**src/rtl/ml_matmul2x2_core_if.sv**
```systemverilog
// ml_matmul2x2_core_if: operand-in and result-out valid/ready bundle.
// master drives operands and res_ready; slave is the core.
interface ml_matmul2x2_core_if #(
  parameter int DATA_W = 8,
  parameter int ACC_W  = 2*DATA_W+1
);
  logic              in_valid;
  logic [DATA_W-1:0] in_data;
  logic              in_ready;
  logic              res_valid;
  logic [ACC_W-1:0]  res_data;
  logic              res_ready;

  modport master (
    output in_valid, in_data, res_ready,
    input  in_ready, res_valid, res_data
  );

  modport slave (
    input  in_valid, in_data, res_ready,
    output in_ready, res_valid, res_data
  );
endinterface

```
**src/rtl/ml_matmul2x2_core.sv**
```systemverilog
// ml_matmul2x2_core: streams in A then B (2x2, signed), computes C=AxB
// with one MAC per cycle, streams C out, then pulses done.
// Ports: clk, reset (async, active-high), compute_en (hold high for
// the whole op), bus (slave: in_valid/in_data/in_ready,
// res_valid/res_data/res_ready), busy (state!=IDLE), done (1-cycle).
module ml_matmul2x2_core #(
  parameter int DATA_W = 8,
  parameter int ACC_W  = 2*DATA_W+1
) (
  input  logic                      clk,
  input  logic                      reset,
  input  logic                      compute_en,
  ml_matmul2x2_core_if.slave        bus,
  output logic                      busy,
  output logic                      done
);

  typedef enum logic [2:0] {
    S_IDLE,
    S_LOAD,
    S_MAC,
    S_DRAIN,
    S_FIN
  } state_t;

  state_t r_state;
  state_t w_nxt;

  logic [2:0] r_lidx;
  logic [2:0] r_step;
  logic [1:0] r_ridx;

  logic signed [DATA_W-1:0] r_a [4];
  logic signed [DATA_W-1:0] r_b [4];
  logic signed [ACC_W-1:0]  r_c [4];
  logic signed [ACC_W-1:0]  r_acc;

  logic             r_in_ready;
  logic             r_res_valid;
  logic [ACC_W-1:0] r_res_data;
  logic             r_busy;
  logic             r_done;

  logic w_acc;
  logic w_res_hs;

  // Operand selection: A is stored {row,col}, B is stored {row,col}.
  // Term t picks column t of A's row i and row t of B's column j.
  logic                       w_i;
  logic                       w_j;
  logic                       w_t;
  logic signed [DATA_W-1:0]   w_opa;
  logic signed [DATA_W-1:0]   w_opb;
  logic signed [2*DATA_W-1:0] w_prod;
  logic signed [ACC_W-1:0]    w_prod_x;

  assign w_i      = r_step[2];
  assign w_j      = r_step[1];
  assign w_t      = r_step[0];
  assign w_opa    = r_a[{w_i, w_t}];
  assign w_opb    = r_b[{w_t, w_j}];
  assign w_prod   = w_opa * w_opb;
  assign w_prod_x = {{(ACC_W-2*DATA_W){w_prod[2*DATA_W-1]}}, w_prod};

  assign w_acc    = (r_state == S_LOAD) && bus.in_valid && compute_en;
  assign w_res_hs = r_res_valid && bus.res_ready;

  always_comb begin
    w_nxt = r_state;
    case (r_state)
      S_IDLE: begin
        if (compute_en) w_nxt = S_LOAD;
      end
      S_LOAD: begin
        if (!compute_en)                  w_nxt = S_IDLE;
        else if (w_acc && r_lidx == 3'd7) w_nxt = S_MAC;
      end
      S_MAC: begin
        if (!compute_en)          w_nxt = S_IDLE;
        else if (r_step == 3'd7)  w_nxt = S_DRAIN;
      end
      S_DRAIN: begin
        if (!compute_en)                     w_nxt = S_IDLE;
        else if (w_res_hs && r_ridx == 2'd3) w_nxt = S_FIN;
      end
      S_FIN:   w_nxt = S_IDLE;
      default: w_nxt = S_IDLE;
    endcase
  end

  always_ff @(posedge clk or posedge reset) begin
    if (reset) begin
      r_state     <= S_IDLE;
      r_lidx      <= '0;
      r_step      <= '0;
      r_ridx      <= '0;
      r_acc       <= '0;
      r_in_ready  <= 1'b0;
      r_res_valid <= 1'b0;
      r_res_data  <= '0;
      r_busy      <= 1'b0;
      r_done      <= 1'b0;
      for (int n = 0; n < 4; n++) begin
        r_a[n] <= '0;
        r_b[n] <= '0;
        r_c[n] <= '0;
      end
    end else begin
      r_state     <= w_nxt;
      r_in_ready  <= (w_nxt == S_LOAD);
      r_res_valid <= (w_nxt == S_DRAIN);
      r_busy      <= (w_nxt != S_IDLE);
      r_done      <= (w_nxt == S_FIN);

      if (w_nxt != S_LOAD) r_lidx <= '0;
      else if (w_acc)      r_lidx <= r_lidx + 3'd1;

      if (w_acc) begin
        if (!r_lidx[2]) r_a[r_lidx[1:0]] <= bus.in_data;
        else            r_b[r_lidx[1:0]] <= bus.in_data;
      end

      if (r_state == S_MAC && compute_en) begin
        r_step <= r_step + 3'd1;
        if (!w_t) r_acc <= w_prod_x;
        else      r_c[r_step[2:1]] <= r_acc + w_prod_x;
      end else begin
        r_step <= '0;
      end

      if (w_nxt != S_DRAIN)                       r_ridx <= '0;
      else if (r_state == S_DRAIN && w_res_hs)    r_ridx <= r_ridx + 2'd1;

      // Result register tracks C[ridx]; on entry C[0] is already final
      // (C[3] is the one written on the entry edge).
      if (w_nxt != S_DRAIN)        r_res_data <= '0;
      else if (r_state == S_MAC)   r_res_data <= r_c[0];
      else if (w_res_hs)           r_res_data <= r_c[r_ridx + 2'd1];
    end
  end

  assign bus.in_ready  = r_in_ready;
  assign bus.res_valid = r_res_valid;
  assign bus.res_data  = r_res_data;
  assign busy          = r_busy;
  assign done          = r_done;

endmodule
```
**src/flat_wrapper.sv**
```systemverilog
// flat-port wrapper written by rule: the top's interface ports become plain ports
module ml_matmul2x2_core_flat 
#(
  parameter int DATA_W = 8,
  parameter int ACC_W  = 2*DATA_W+1
)
  (clk, reset, compute_en, busy, done, bus_in_valid, bus_in_data, bus_res_ready, bus_in_ready, bus_res_valid, bus_res_data);
  ml_matmul2x2_core_if #(.DATA_W(DATA_W), .ACC_W(ACC_W)) bus_i ();
  input  logic clk;
  input  logic reset;
  input  logic compute_en;
  output logic busy;
  output logic done;
  input wire logic [$bits(bus_i.in_valid)-1:0] bus_in_valid;
  input wire logic [$bits(bus_i.in_data)-1:0] bus_in_data;
  input wire logic [$bits(bus_i.res_ready)-1:0] bus_res_ready;
  output wire logic [$bits(bus_i.in_ready)-1:0] bus_in_ready;
  output wire logic [$bits(bus_i.res_valid)-1:0] bus_res_valid;
  output wire logic [$bits(bus_i.res_data)-1:0] bus_res_data;
  assign bus_i.in_valid = bus_in_valid;
  assign bus_i.in_data = bus_in_data;
  assign bus_i.res_ready = bus_res_ready;
  assign bus_in_ready = bus_i.in_ready;
  assign bus_res_valid = bus_i.res_valid;
  assign bus_res_data = bus_i.res_data;
  ml_matmul2x2_core #(.DATA_W(DATA_W), .ACC_W(ACC_W)) u_core (.clk(clk), .reset(reset), .compute_en(compute_en), .bus(bus_i), .busy(busy), .done(done));
endmodule
```
**config.mk**
```make
export PLATFORM = sky130hd
export DESIGN_NAME = ml_matmul2x2_core_flat
export DESIGN_NICKNAME = d
export VERILOG_FILES = /design/src/rtl/ml_matmul2x2_core_if.sv /design/src/rtl/ml_matmul2x2_core.sv /design/src/flat_wrapper.sv
export SDC_FILE = /design/constraint.sdc
export NUM_CORES = 1
export LEC_CHECK = 0
export ABC_CLOCK_PERIOD_IN_PS = 12250
export CORE_MARGIN = 10
export CORE_UTILIZATION = 30
export CTS_CLUSTER_SIZE = 20
export DETAILED_ROUTE_END_ITERATION = 12
export GPL_TIMING_DRIVEN = 0
export SETUP_SLACK_MARGIN = 0.1
export SLEW_MARGIN = 15
export SYNTH_ARGS = -nofsm -noshare
export SYNTH_HDL_FRONTEND = slang
export SYNTH_SLANG_ARGS = --single-unit
```
**constraint.sdc**
```tcl
create_clock -name clk -period 12.25 [get_ports clk]
set_input_delay 3.675 -clock clk [delete_from_list [all_inputs] [get_ports clk]]
set_output_delay 3.675 -clock clk [all_outputs]
set_load 0.01 [all_outputs]
```
Yosys cells after proc, flatten, opt, wreduce, memory -nomap -nowiden. Index checks and enable logic that the tools add are counted.

Order comparisons: 7. Multipliers: 1. Reduce and logical (&&, ||, !) cells: 18. Muxes and demuxes: 32. Equality and inequality tests: 11. $add $sub $neg: 4. Bitwise gates (word level): 7.

Operators with widths (number): 17-bit 2-to-1 mux (6); 68-bit bitwise mux (1); 32-bit bitwise mux (2); 8-bit 2-to-1 mux (5); 17-bit binary-select mux with 2-bit select (1); 17-bit demux with 2-bit select (1); 8-bit binary-select mux with 2-bit select (2); 3-bit 2-to-1 mux (10); 16-bit by 16-bit adder with 17-bit output (1); 8-bit demux with 2-bit select (1); 8-bit by 8-bit multiplier with 16-bit output (1); 3-bit >= comparator, second input constant (5); 2-bit NOT with 3-bit output (5); 3-bit one-hot mux with 4 select lines (1); 3-bit by 2-bit == test with 1-bit output, second input constant (3); 3-bit == test, second input constant (3); 1-bit logical AND (9); 2-bit AND reduction (4); 3-bit by 1-bit adder with 3-bit output, second input constant (2); 3-bit by 1-bit == test with 1-bit output, second input constant (2); 3-bit by 1-bit < comparator with 1-bit output, second input constant (2); 3-bit nonzero test (2); 2-bit 2-to-1 mux (2); 2-bit nonzero test (2); other kinds (6) (7).

Flip-flop bits (word level): 180. Output and inout port bits: 21. Input bits: 13.

Logic depth before layout (Yosys ltp). Gate-level depths: netlist of run 1.

Depth after elaboration: 9. Mapped depth: 26. Gate-level depth less buffers: 24.

Worst setup path after synthesis of run 1. OpenSTA, ideal clock, no wires.

Path type: reg-to-reg. Start: register u_core.r_step[0]. End: register u_core.r_c[15] (netlist bit). Data required time: 12.122 ns. Path buffers: 3. Path slack: 5.652 ns. Stages on the path, launching flop included: 24. Arrival time: 6.470 ns. Clock period less this slack: 6.598 ns. Cell sequence: dfrtp_1 buf_2 buf_2 mux2_2 o21ai_1 nor2_1 fa_1 fa_1 fa_1 inv_1 fa_1 inv_1 ha_1 or4_1 o22ai_1 xnor2_1 ha_1 buf_6 a21o_1 and2_1 or4_1 o21a_1 mux2i_2 o21ai_1.

Cells in the longest elaborated chain, start to end: 7.

RTL lines: start, declared (line ml_matmul2x2_core.sv:30) `logic [2:0] r_step;`; start signal, assigned (line ml_matmul2x2_core.sv:124) `r_step <= r_step + 3'd1;`; 2-bit NOT with 3-bit output, on equally long branches (line ml_matmul2x2_core.sv:60, ml_matmul2x2_core.sv:61); 8-bit binary-select mux with 2-bit select, on equally long branches (line ml_matmul2x2_core.sv:60, ml_matmul2x2_core.sv:61); 8-bit 2-to-1 mux, on equally long branches (2 in series) (line ml_matmul2x2_core.sv:60, ml_matmul2x2_core.sv:61); 8-bit by 8-bit multiplier with 16-bit output * (line ml_matmul2x2_core.sv:62) `assign w_prod = w_opa * w_opb;`; named net u_core.w_prod[12] (line ml_matmul2x2_core.sv:54) `logic signed [2*DATA_W-1:0] w_prod;`; 16-bit by 16-bit adder with 17-bit output * (line ml_matmul2x2_core.sv:126) `else r_c[r_step[2:1]] <= r_acc + w_prod_x;`; 68-bit bitwise mux * (line ml_matmul2x2_core.sv:126); end signal, assigned by index (line ml_matmul2x2_core.sv:126); end, declared (line ml_matmul2x2_core.sv:35) `logic signed [ACC_W-1:0] r_c [4];`.

The timed path passes the listed nets; every way through them passes the cells marked *. The select of a mux whose other input is x is not followed. A chain may end at the register's enable or synchronous reset.

Worst setup path after layout of run 1. Same ends and word-level chain as after synthesis.

==> flow_metrics.env, run 1 <==
export IMPL_status="completed"
export IMPL_coreArea_um2=36520
export IMPL_cap_viol_max_count=0
export IMPL_drt_antenna_violating_nets=0
export IMPL_synthTopCellsByArea="dfrtp_1 41%, mux2_2 12%, fa_1 10%"
export IMPL_grt_pass1_wl_um=40340
export IMPL_clock_skew_ps=12.72
export IMPL_antenna_found_initial=0
export IMPL_vias=7291
export IMPL_wl_per_cell_um=15.75
export IMPL_grt_overflow_total=0
export IMPL_setup_violations=0
export IMPL_avgSynthCellArea_um2=11.15
export IMPL_dp_cells=1498
export IMPL_root_buffer="clkbuf_16"
export IMPL_crit_required_ps=12560
export IMPL_rsz0062_at_grt="no"
export IMPL_tightest_slew_ps=900.6
export IMPL_grt_pass1_vias=7617
export IMPL_powerDensity_nw_per_um2=96.97
export IMPL_arrival_ps=7920
export IMPL_critPathMaxFanout=10
export IMPL_cts_inserted_buffers=17
export IMPL_pin_count=34
export IMPL_htree_levels=4
export IMPL_diodes=0
export IMPL_final_nets=1172
export IMPL_setup_tns_final_ps=0
export IMPL_fin_crit_sh_pct=62.11
export IMPL_hold_viol=0
export IMPL_place_ws_ps=4548
export IMPL_fmax_ghz=0.1314
export IMPL_cts_hold_buf=0
export IMPL_hp_class="flop to flop"
export IMPL_crit_path_start_kind="flop"
export IMPL_dieArea_um2=45110
export IMPL_die_h_um=212.4
export IMPL_grtUsageTotal_pct=11.21
export IMPL_ys_warn_count=0
export IMPL_route_final_wire_length_um=24100
export IMPL_port_buffers=33
export IMPL_ys_top_cells_by_count="180 x dfrtp_1, 115 x mux2_2, 98 x inv_1"
export IMPL_vias_per_cell=4.765
export IMPL_synthDistinctLibCells=59
export IMPL_grt_max_degree=108
export IMPL_post_synth_top_area_fraction_pct=40.57
export IMPL_fin_ws_ps=4641
export IMPL_post_route_cells_drive_above_1_share_pct=18.08
export IMPL_fin_cells=1530
export IMPL_syn_nets=1119
export IMPL_synth_async_sr_flop_share_pct=100.0
export IMPL_totalPowerFinal_w=0.001225
export IMPL_clk_pin_slew_worst_paths_ps=70
export IMPL_path_class="flop to flop"
export IMPL_cts_tree="done"
export IMPL_min_period_ps=7609
export IMPL_yosysSeqAreaShare_pct=40.57
export IMPL_end_kind="flop"
export IMPL_post_cts_buffers=0
export IMPL_synth_seq_cells=180
export IMPL_whs_ps=485.5
export IMPL_ctsLongestPathBuffers=2
export IMPL_drc_errors=0
export IMPL_insertion_delay_ps=440
export IMPL_yosysMostFrequentCell="dfrtp_1"
export IMPL_p_leak_nw=6.011
export IMPL_initial_core_util_pct=30.40
export IMPL_gp_congestion=0.7628
export IMPL_relSlewSlack_pct=39.55
export IMPL_fillCellCount=3591
export IMPL_hpwl_um=17760
export IMPL_die_w_um=212.4
export IMPL_syn_area_um2=11100
export IMPL_ir_drop_mv=0.09275
export IMPL_synth_edf_count=0
export IMPL_timing_final_max_slew_violations=0
export IMPL_synth_top_cell_by_area="dfrtp_1"
export IMPL_cts_resized=0
export IMPL_area_growth_synth_to_final_pct=13.77
export IMPL_clock_sinks=180
export IMPL_drt_iter0_drc=340
export IMPL_row_count=70
export IMPL_dr_pass1_iters=4
export IMPL_dominantRegCellSynth="dfrtp_1"
export IMPL_synthCells=996
-- per-stage QoR --
step,utilization [%],area [um2]
detailed placement,33.00,12050
global placement,32.91,12020
floorplan,-,11100
global route,34.59,12630
CTS,34.59,12630
finish,34.59,12630
-- power by group --
part	switching [W]	leakage [nW]	internal, W
registers	0.00000703	2.47	0.000608
clock network	0.000241	0.274	0.000307
logic	0.0000374	3.26	0.0000245
total	0.000285	6.01	0.000940
-- registers in the layout (all words and copies together) (netlist names), 2 cells and up --
register             flops
u_core.r_acc            16
u_core.r_state           3
u_core.r_b              32
u_core.r_step            3
u_core.bus.res_data     17
u_core.r_c              68
u_core.r_a              32
u_core.r_lidx            3
u_core.r_ridx            2
-- layout by cell type, fill, tap and decap left out, drive strengths merged, types with 36 or more instances in the layout --
cell type  count
ha            54
nor2          61
o21ai         42
clkbuf        36
nand2         86
and2          50
dfrtp        180
fa            56
mux2         115
inv          100
-- cells by family (layout without fill, tap and decap cells) --
logic type / count (synthesis) / in the layout / share of synthesized area, %
simple gates: 245 / 245 / 10.63
flops: 180 / 180 / 40.57
mux: 156 / 156 / 17.08
compound gates: 142 / 142 / 8.226
buf+inv: 137 / 203 / 5.262
fa+ha+maj: 110 / 110 / 16.18
xor+xnor: 26 / 26 / 2.051
-- layout make-up --
type | count | area, um2 | share of cell area [%]
multi-input combinational | 679 | 6015 | 47.61
sequential | 180 | 4504 | 35.66
tap | 468 | 585.6 | 4.636
clock buffer | 21 | 450.4 | 3.566
inverter | 99 | 379.1 | 3.001
timing repair buffer | 34 | 357.8 | 2.833
buffer | 38 | 212.7 | 1.684
clock inverter | 11 | 127.6 | 1.010
-- worst paths after layout --
path                                  start        endpoint  slack [ps]  cells after the start
setup / recovery           u_core.r_step[0]  u_core.r_c[15]        4640                     24
hold / removal               u_core.r_c[12]  u_core.r_c[12]         490                      2
setup reg to reg           u_core.r_step[0]  u_core.r_c[15]        4640                     24
hold reg to reg              u_core.r_c[12]  u_core.r_c[12]         490                      2
max in group asynchronous             reset  u_core.r_c[57]        7660                      3
min in group asynchronous             reset   u_core.r_b[3]        3700                      2
-- worst max-delay path, stage by stage (launching register included) --
cell      delay, ps
dfrtp_1         350
buf_2           310
buf_2           360
mux2_2          380
o21ai_1         620
nor2_1          150
fa_1            540
fa_1            520
fa_1            540
inv_1            50
fa_1            530
inv_1            40
ha_1            340
and2_1          160
o2111a_1        230
a21oi_1         200
a21boi_0        150
nor3_1          250
nor2_1          120
ha_1            330
and2_1          160
or4_1           400
o21a_1          230
mux2i_2         370
o21ai_1         130
-- per-layer routing --
| metal | GRT usage (%) | up-vias | share of wire (%) |
|---|---|---|---|
| li1 | - | 3504 | - |
| met1 | 14.88 | 3658 | 48 |
| met2 | 18.32 | 104 | 48 |
| met3 | 2.297 | 25 | 3.2 |
| met4 | 2.634 | 0 | 1.3 |
| met5 | 0 | - | 0 |
Power figures use the tool's default switching activity.
==> run 2: changes to the inputs <==
Settings changed: ABC_CLOCK_PERIOD_IN_PS 12250 to 7900.
Clock period 12.25 ns to 7.9 ns, I/O delays scaled along.
==> run 2 against run 1 <==
  * Clock skew fell by 0.76 ps
  * Final cell count stayed put
  * Fmax up 3.8%
  * Sequential share of layout area barely moved
  * Clock power is 55% higher
  * Sequential power up 55%
  * Highest routed layer unchanged
==> flow_metrics.env, run 2 (synthesis gave the netlist of run 1 again) <==
export IMPL_pwr_share_seq_pct=50.2
export IMPL_vias=7262
export IMPL_powerDensity_nw_per_um2=150.2
export IMPL_drt_antenna_violating_nets=0
export IMPL_root_buffer="clkbuf_16"
export IMPL_setup_violations=0
export IMPL_largestRegisters="u_core.r_c: 68 flops, u_core.r_a: 32 flops, u_core.r_b: 32 flops"
export IMPL_hold_viol=0
export IMPL_insertion_delay_ps=440
export IMPL_path_class="flop to flop"
export IMPL_whs_ps=485.6
export IMPL_antenna_found_initial=0
export IMPL_arrival_ps=7640
export IMPL_grt_max_degree=108
export IMPL_end_kind="flop"
export IMPL_power_frac_clock_pct=44.7
export IMPL_grt_overflow_total=0
export IMPL_final_common_cell="dfrtp_1"
export IMPL_status="completed"
export IMPL_path_cells="buf_2 -> buf_2 -> mux4_2 -> and2_1 -> fa_1 -> fa_1 -> fa_1 -> inv_1 -> fa_1 -> inv_1 -> ha_1 -> or4_1 -> o22ai_1 -> xnor2_1 -> ha_1 -> buf_6 -> a21o_1 -> and2_1 -> or4_1 -> o21a_1 -> mux2i_2 -> o21ai_1"
export IMPL_grt_pass1_vias=7617
export IMPL_route_final_wire_length_um=24130
export IMPL_rsz0062_at_grt="no"
export IMPL_crit_path_frequent_cell="fa_1"
export IMPL_hpwl_um=17760
export IMPL_post_route_cells_drive_above_1_share_pct=18.17
export IMPL_crit_path_top_delay_cell="mux4_2"
export IMPL_grt_pass1_wl_um=40340
export IMPL_utilization_pct=34.62
export IMPL_clock_skew_ps=11.96
export IMPL_die_w_um=212.4
export IMPL_placed_area_um2=12050
export IMPL_critPathTopFamily="adder cells"
export IMPL_cts_tree="done"
export IMPL_min_period_ps=7331
export IMPL_diodes=0
export IMPL_die_h_um=212.4
export IMPL_tightest_slew_ps=885.9
export IMPL_fillCellCount=3588
export IMPL_coreArea_um2=36520
export IMPL_ir_drop_mv=0.1439
export IMPL_area_growth_synth_to_final_pct=13.87
export IMPL_row_count=70
export IMPL_clock_sinks=180
export IMPL_design_area_um2=12640
export IMPL_p_leak_nw=6.014
export IMPL_worst_path_buf_inv=5
export IMPL_mostFrequentLayoutCells="180 x dfrtp_1, 115 x mux2_2, 97 x inv_1"
export IMPL_grtUsageTotal_pct=11.21
export IMPL_crit_required_ps=8210
export IMPL_fin_crit_sh_pct=92.79
export IMPL_intPower_w=0.001457
export IMPL_pin_count=34
export IMPL_clk_pin_slew_worst_paths_ps=70
export IMPL_post_cts_buffers=0
export IMPL_dr_pass1_iters=5
export IMPL_port_buffers=33
export IMPL_drc_errors=0
export IMPL_critPathMaxFanout=10
export IMPL_dieArea_um2=45110
export IMPL_initial_core_util_pct=30.40
export IMPL_relSlewSlack_pct=40.54
export IMPL_fmax_ghz=0.1364
export IMPL_timing_final_max_slew_violations=0
export IMPL_totalPowerFinal_w=0.001899
export IMPL_cts_inserted_buffers=17
export IMPL_switchingPower_w=0.0004422
export IMPL_largest_reg_flops=68
export IMPL_wl_per_cell_um=15.77
export IMPL_ctsLongestPathBuffers=2
export IMPL_vias_per_cell=4.746
export IMPL_drt_iter0_drc=297
export IMPL_crit_path_start_kind="flop"
export IMPL_htree_levels=4
export IMPL_switching_share_pct=23.28
export IMPL_setup_tns_final_ps=0
export IMPL_pwr_share_comb_pct=5.1
export IMPL_cpPeakStageDelay_ps=670
export IMPL_cap_viol_max_count=0
export IMPL_final_nets=1172
export IMPL_top_register="u_core.r_c"
export IMPL_hp_class="flop to flop"
export IMPL_gp_congestion=0.7628
==> run 2: cell counts in the layout (fill, tap and decap cells not counted) <==
No cell type changed its count.
==> run 2: power groups by stage <==
stage | logic (W) | clock network (W) | registers (W)
floorplan | 0.0000608 | 0 | 0.000968
global placement | 0.0000938 | 0 | 0.000970
detailed placement | 0.0000986 | 0 | 0.000971
CTS | 0.0000990 | 0.000872 | 0.000953
global route | 0.000109 | 0.000905 | 0.000956
finish | 0.0000960 | 0.000850 | 0.000954
==> run 2: path summary, 6_finish.rpt <==
| kind | start | end | slack, ps | cells after the start |
|---|---|---|---|---|
| min in group asynchronous | reset | u_core.r_b[3] | 2390 | 2 |
| worst min-delay path | u_core.r_c[12] | u_core.r_c[12] | 490 | 2 |
| worst max-delay path | u_core.r_step[0] | u_core.r_c[15] | 570 | 22 |
| worst max register to register | u_core.r_step[0] | u_core.r_c[15] | 570 | 22 |
| worst min register to register | u_core.r_c[12] | u_core.r_c[12] | 490 | 2 |
| max in group asynchronous | reset | u_core.bus.res_data[5] | 4610 | 3 |
==> run 2: layout make-up <==
cell class	count	area, um2	share of cell area, %
clock inverters	11	127.6	1.009
repair buffers	34	357.8	2.830
flip-flops and latches	180	4504	35.63
plain buffers	38	212.7	1.682
inverters	99	379.1	2.999
well taps	468	585.6	4.631
multi-input cells	679	6026	47.66
clock buffers	21	450.4	3.563
==> run 2: per-layer routing <==
| layer | GRT usage (%) | share of wire [%] | up-vias |
|---|---|---|---|
| li1 | - | - | 3502 |
| met2 | 18.32 | 48 | 92 |
| met3 | 2.297 | 2.9 | 23 |
| met5 | 0 | 0 | - |
| met4 | 2.634 | 1.2 | 0 |
| met1 | 14.88 | 48 | 3645 |
==> run 2: worst register-to-register path, stage by stage, from the launching register on <==
cell	delay, ps
dfrtp_1	350
buf_2	310
buf_2	370
mux4_2	670
and2_1	230
fa_1	550
fa_1	460
fa_1	550
inv_1	60
fa_1	530
inv_1	40
ha_1	230
or4_1	530
o22ai_1	210
xnor2_1	200
ha_1	290
buf_6	140
a21o_1	180
and2_1	170
or4_1	400
o21a_1	230
mux2i_2	370
o21ai_1	130
==> run 2: through the flow <==
stage,instances,worst slack (ps)
after floorplan,996,643.0
after global routing,1530,123.2
final,1530,569.3
after global placement,1497,-1842
after detailed placement,1498,197.8
after CTS,1530,169.0
==> run 2: timing repair <==
item | in CTS | in global routing
hold buffers | 0 | 0
resized for setup | 0 | 2
endpoints found under the setup margin | 0 | 21
==> run 3: changes to the inputs <==
Settings changed: ABC_AREA from default to 1, ABC_CLOCK_PERIOD_IN_PS 7900 to 8000.
Clock period 7.9 ns to 8 ns, I/O delays scaled along.
==> run 3 against run 2 <==
  * Non-clock buffer count up 9
  * Sequential power is 2% lower
  * Clock skew about the same
  * Combinational power is 5.5% lower
  * Die area up 4.7%
  * Via count increased by 35%
  * Critical path type unchanged
  * Largest cell class unchanged
  * Highest routed layer unchanged
==> flow_metrics.env, run 3 <==
export IMPL_status="completed"
export IMPL_startpoint="u_core.r_step[0]"
export IMPL_register_area_um2=4504
export IMPL_ys_top_cells_by_count="530 x nand2_1, 202 x inv_1, 180 x dfrtp_1"
export IMPL_dieArea_um2=47240
export IMPL_pin_count=34
export IMPL_fin_cells=2094
export IMPL_crit_path_top_delay_cell="fa_1"
export IMPL_r2r_start="u_core.r_step[0]"
export IMPL_synth_seq_cells=180
export IMPL_p_leak_nw=6.822
export IMPL_use_met3_pct=2.094
export IMPL_synthDistinctLibCells=38
export IMPL_grt_pass1_wl_um=51430
export IMPL_coreArea_um2=38560
export IMPL_synthTopCellsByArea="dfrtp_1 39%, nand2_1 17%, fa_1 9.6%"
export IMPL_path_class="flop to flop"
export IMPL_setup_violations=0
export IMPL_diodes=0
export IMPL_crit_path_start_kind="flop"
export IMPL_critPathMaxFanout=10
export IMPL_drt_iter0_drc=792
export IMPL_yosysMostFrequentCell="nand2_1"
export IMPL_cap_viol_max_count=0
export IMPL_route_final_wire_length_um=30070
export IMPL_synthCells=1511
export IMPL_final_common_cell="nand2_1"
export IMPL_clock_skew_ps=11.78
export IMPL_grtUsageMet2_pct=21.69
export IMPL_drt_antenna_violating_nets=0
export IMPL_ir_drop_mv=0.1083
export IMPL_insertion_delay_ps=440
export IMPL_rsz0062_at_grt="no"
export IMPL_die_w_um=217.3
export IMPL_fillCellCount=4160
export IMPL_pwr_share_comb_pct=4.9
export IMPL_grt_overflow_total=0
export IMPL_fmax_ghz=0.1402
export IMPL_switchingPower_w=0.0004673
export IMPL_syn_nets=1634
export IMPL_setup_tns_final_ps=0
export IMPL_powerDensity_nw_per_um2=140.1
export IMPL_ys_warn_count=0
export IMPL_whs_ps=478.6
export IMPL_root_buffer="clkbuf_16"
export IMPL_cts_resized=0
export IMPL_largest_reg_flops=68
export IMPL_dr_pass1_iters=5
export IMPL_final_nets=1687
export IMPL_hold_path_depth=2
export IMPL_post_cts_buffers=0
export IMPL_hpwl_um=23320
export IMPL_hp_class="flop to flop"
export IMPL_top_register="u_core.r_c"
export IMPL_fin_crit_sh_pct=89.15
export IMPL_tightest_slew_ps=667.9
export IMPL_synth_async_sr_flop_share_pct=100.0
export IMPL_multi_input_area_um2=6176
export IMPL_hold_viol=0
export IMPL_reg2reg_slack_ps=870
export IMPL_dp_cells=2063
export IMPL_power_frac_clock_pct=44.7
export IMPL_ctsLongestPathBuffers=2
export IMPL_antenna_found_initial=0
export IMPL_largestRegisters="u_core.r_c: 68 flops, u_core.r_a: 32 flops, u_core.r_b: 32 flops"
export IMPL_mostFrequentLayoutCells="530 x nand2_1, 201 x inv_1, 180 x dfrtp_1"
export IMPL_area_growth_synth_to_final_pct=13.57
export IMPL_synth_fa_ha_area_share_pct=15.38
export IMPL_grtUsageTotal_pct=13.20
export IMPL_cts_inserted_buffers=17
export IMPL_vias_per_cell=4.697
export IMPL_hold_start="u_core.r_c[47]"
export IMPL_crit_required_ps=8330
export IMPL_clk_pin_slew_worst_paths_ps=70
export IMPL_relSlewSlack_pct=55.23
export IMPL_arrival_ps=7460
export IMPL_yosys_area_share_simple_pct=26.78
export IMPL_wl_per_cell_um=14.36
export IMPL_end_kind="flop"
export IMPL_post_route_cells_drive_above_1_share_pct=5.774
export IMPL_synth_edf_count=0
export IMPL_utilization_pct=34.41
export IMPL_initial_core_util_pct=30.30
export IMPL_synth_xor_xnor_area_share_pct=0.6747
export IMPL_endpoint="u_core.r_c[67]"
export IMPL_synth_top_cell_by_area="dfrtp_1"
export IMPL_dominantRegCellSynth="dfrtp_1"
export IMPL_cts_hold_buf=0
export IMPL_die_h_um=217.3
export IMPL_port_buffers=33
export IMPL_htree_levels=4
export IMPL_cts_tree="done"
export IMPL_row_count=72
export IMPL_grtUsageMet1_pct=17.81
export IMPL_pwr_share_seq_pct=50.5
export IMPL_avgSynthCellArea_um2=7.732
export IMPL_synth_mux_area_share_pct=0
export IMPL_min_period_ps=7132
export IMPL_gp_congestion=0.8504
export IMPL_drc_errors=0
export IMPL_grt_max_degree=92
export IMPL_intPower_w=0.001391
export IMPL_busiest_layer="met2"
export IMPL_r2r_cells=31
export IMPL_syn_area_um2=11680
export IMPL_switching_share_pct=25.14
export IMPL_post_synth_top_area_fraction_pct=38.55
export IMPL_reg2reg_to="u_core.r_c[67]"
export IMPL_cpPeakStageDelay_ps=740
export IMPL_grt_pass1_vias=9946
export IMPL_timing_final_max_slew_violations=0
export IMPL_vias=9836
export IMPL_yosysSeqAreaShare_pct=38.55
export IMPL_clock_sinks=180
export IMPL_synth_compound_area_share_pct=10.02
export IMPL_synth_top_family_by_area="simple AND/OR/NAND/NOR gates"
-- run 3: how the worst min path moves through the flow --
stage / end
final: u_core.r_c[47]
after global routing: u_core.r_c[11]
after CTS: u_core.r_c[18]
after detailed placement: u_core.r_c[18]
after global placement: u_core.r_c[16]
after floorplan: u_core.r_c[17]
-- run 3: critical path, delay by kind of cell (launching register included) --
family,cells,cell delay [ps]
flops,1,460
compound gates,3,580
buf+inv,8,1210
simple gates,14,1830
fa+ha+maj,6,2940
-- run 3: logic make-up (layout without fill, tap and decap cells) --
logic type,count (synthesis),count (layout)
AND/OR/NAND/NOR,750,750
buffers and inverters,257,322
AO/OA/AOI/OAI,205,205
flip-flops,180,180
adder cells (fa/ha/maj),110,110
XOR/XNOR,9,9
-- run 3: layout make-up --
| class | count | share of cell area, % |
|---|---|---|
| timing repair buffer | 34 | 2.697 |
| inverter | 210 | 5.997 |
| buffer | 47 | 1.622 |
| sequential | 180 | 33.95 |
| multi-input combinational | 1074 | 46.54 |
| clock inverter | 14 | 1.103 |
| clock buffer | 17 | 3.206 |
| tap | 518 | 4.884 |
-- run 3: power by group through the flow --
stage	clock, W	combinational, W	sequential, W
after detailed placement	0	0.0000910	0.000955
after floorplan	0	0.0000582	0.000953
final	0.000830	0.0000907	0.000938
after CTS	0.000850	0.0000917	0.000937
after global routing	0.000882	0.000105	0.000940
after global placement	0	0.0000872	0.000955
-- run 3: stage by stage --
stage | setup WS (ps) | cell area, um2 | power (W)
CTS | 827.9 | 13270 | 0.001879
detailed placement | 873.2 | 12700 | 0.001046
floorplan | 713.0 | 11680 | 0.001011
global placement | -1856 | 12660 | 0.001042
global route | 204.5 | 13270 | 0.001926
finish | 868.0 | 13270 | 0.001859
-- run 3: metal layers --
layer | vias up | wire length (um)
met5 | - | 0
met1 | 4747 | 14330
met3 | 24 | 1227
met2 | 186 | 14100
li1 | 4879 | -
met4 | 0 | 409
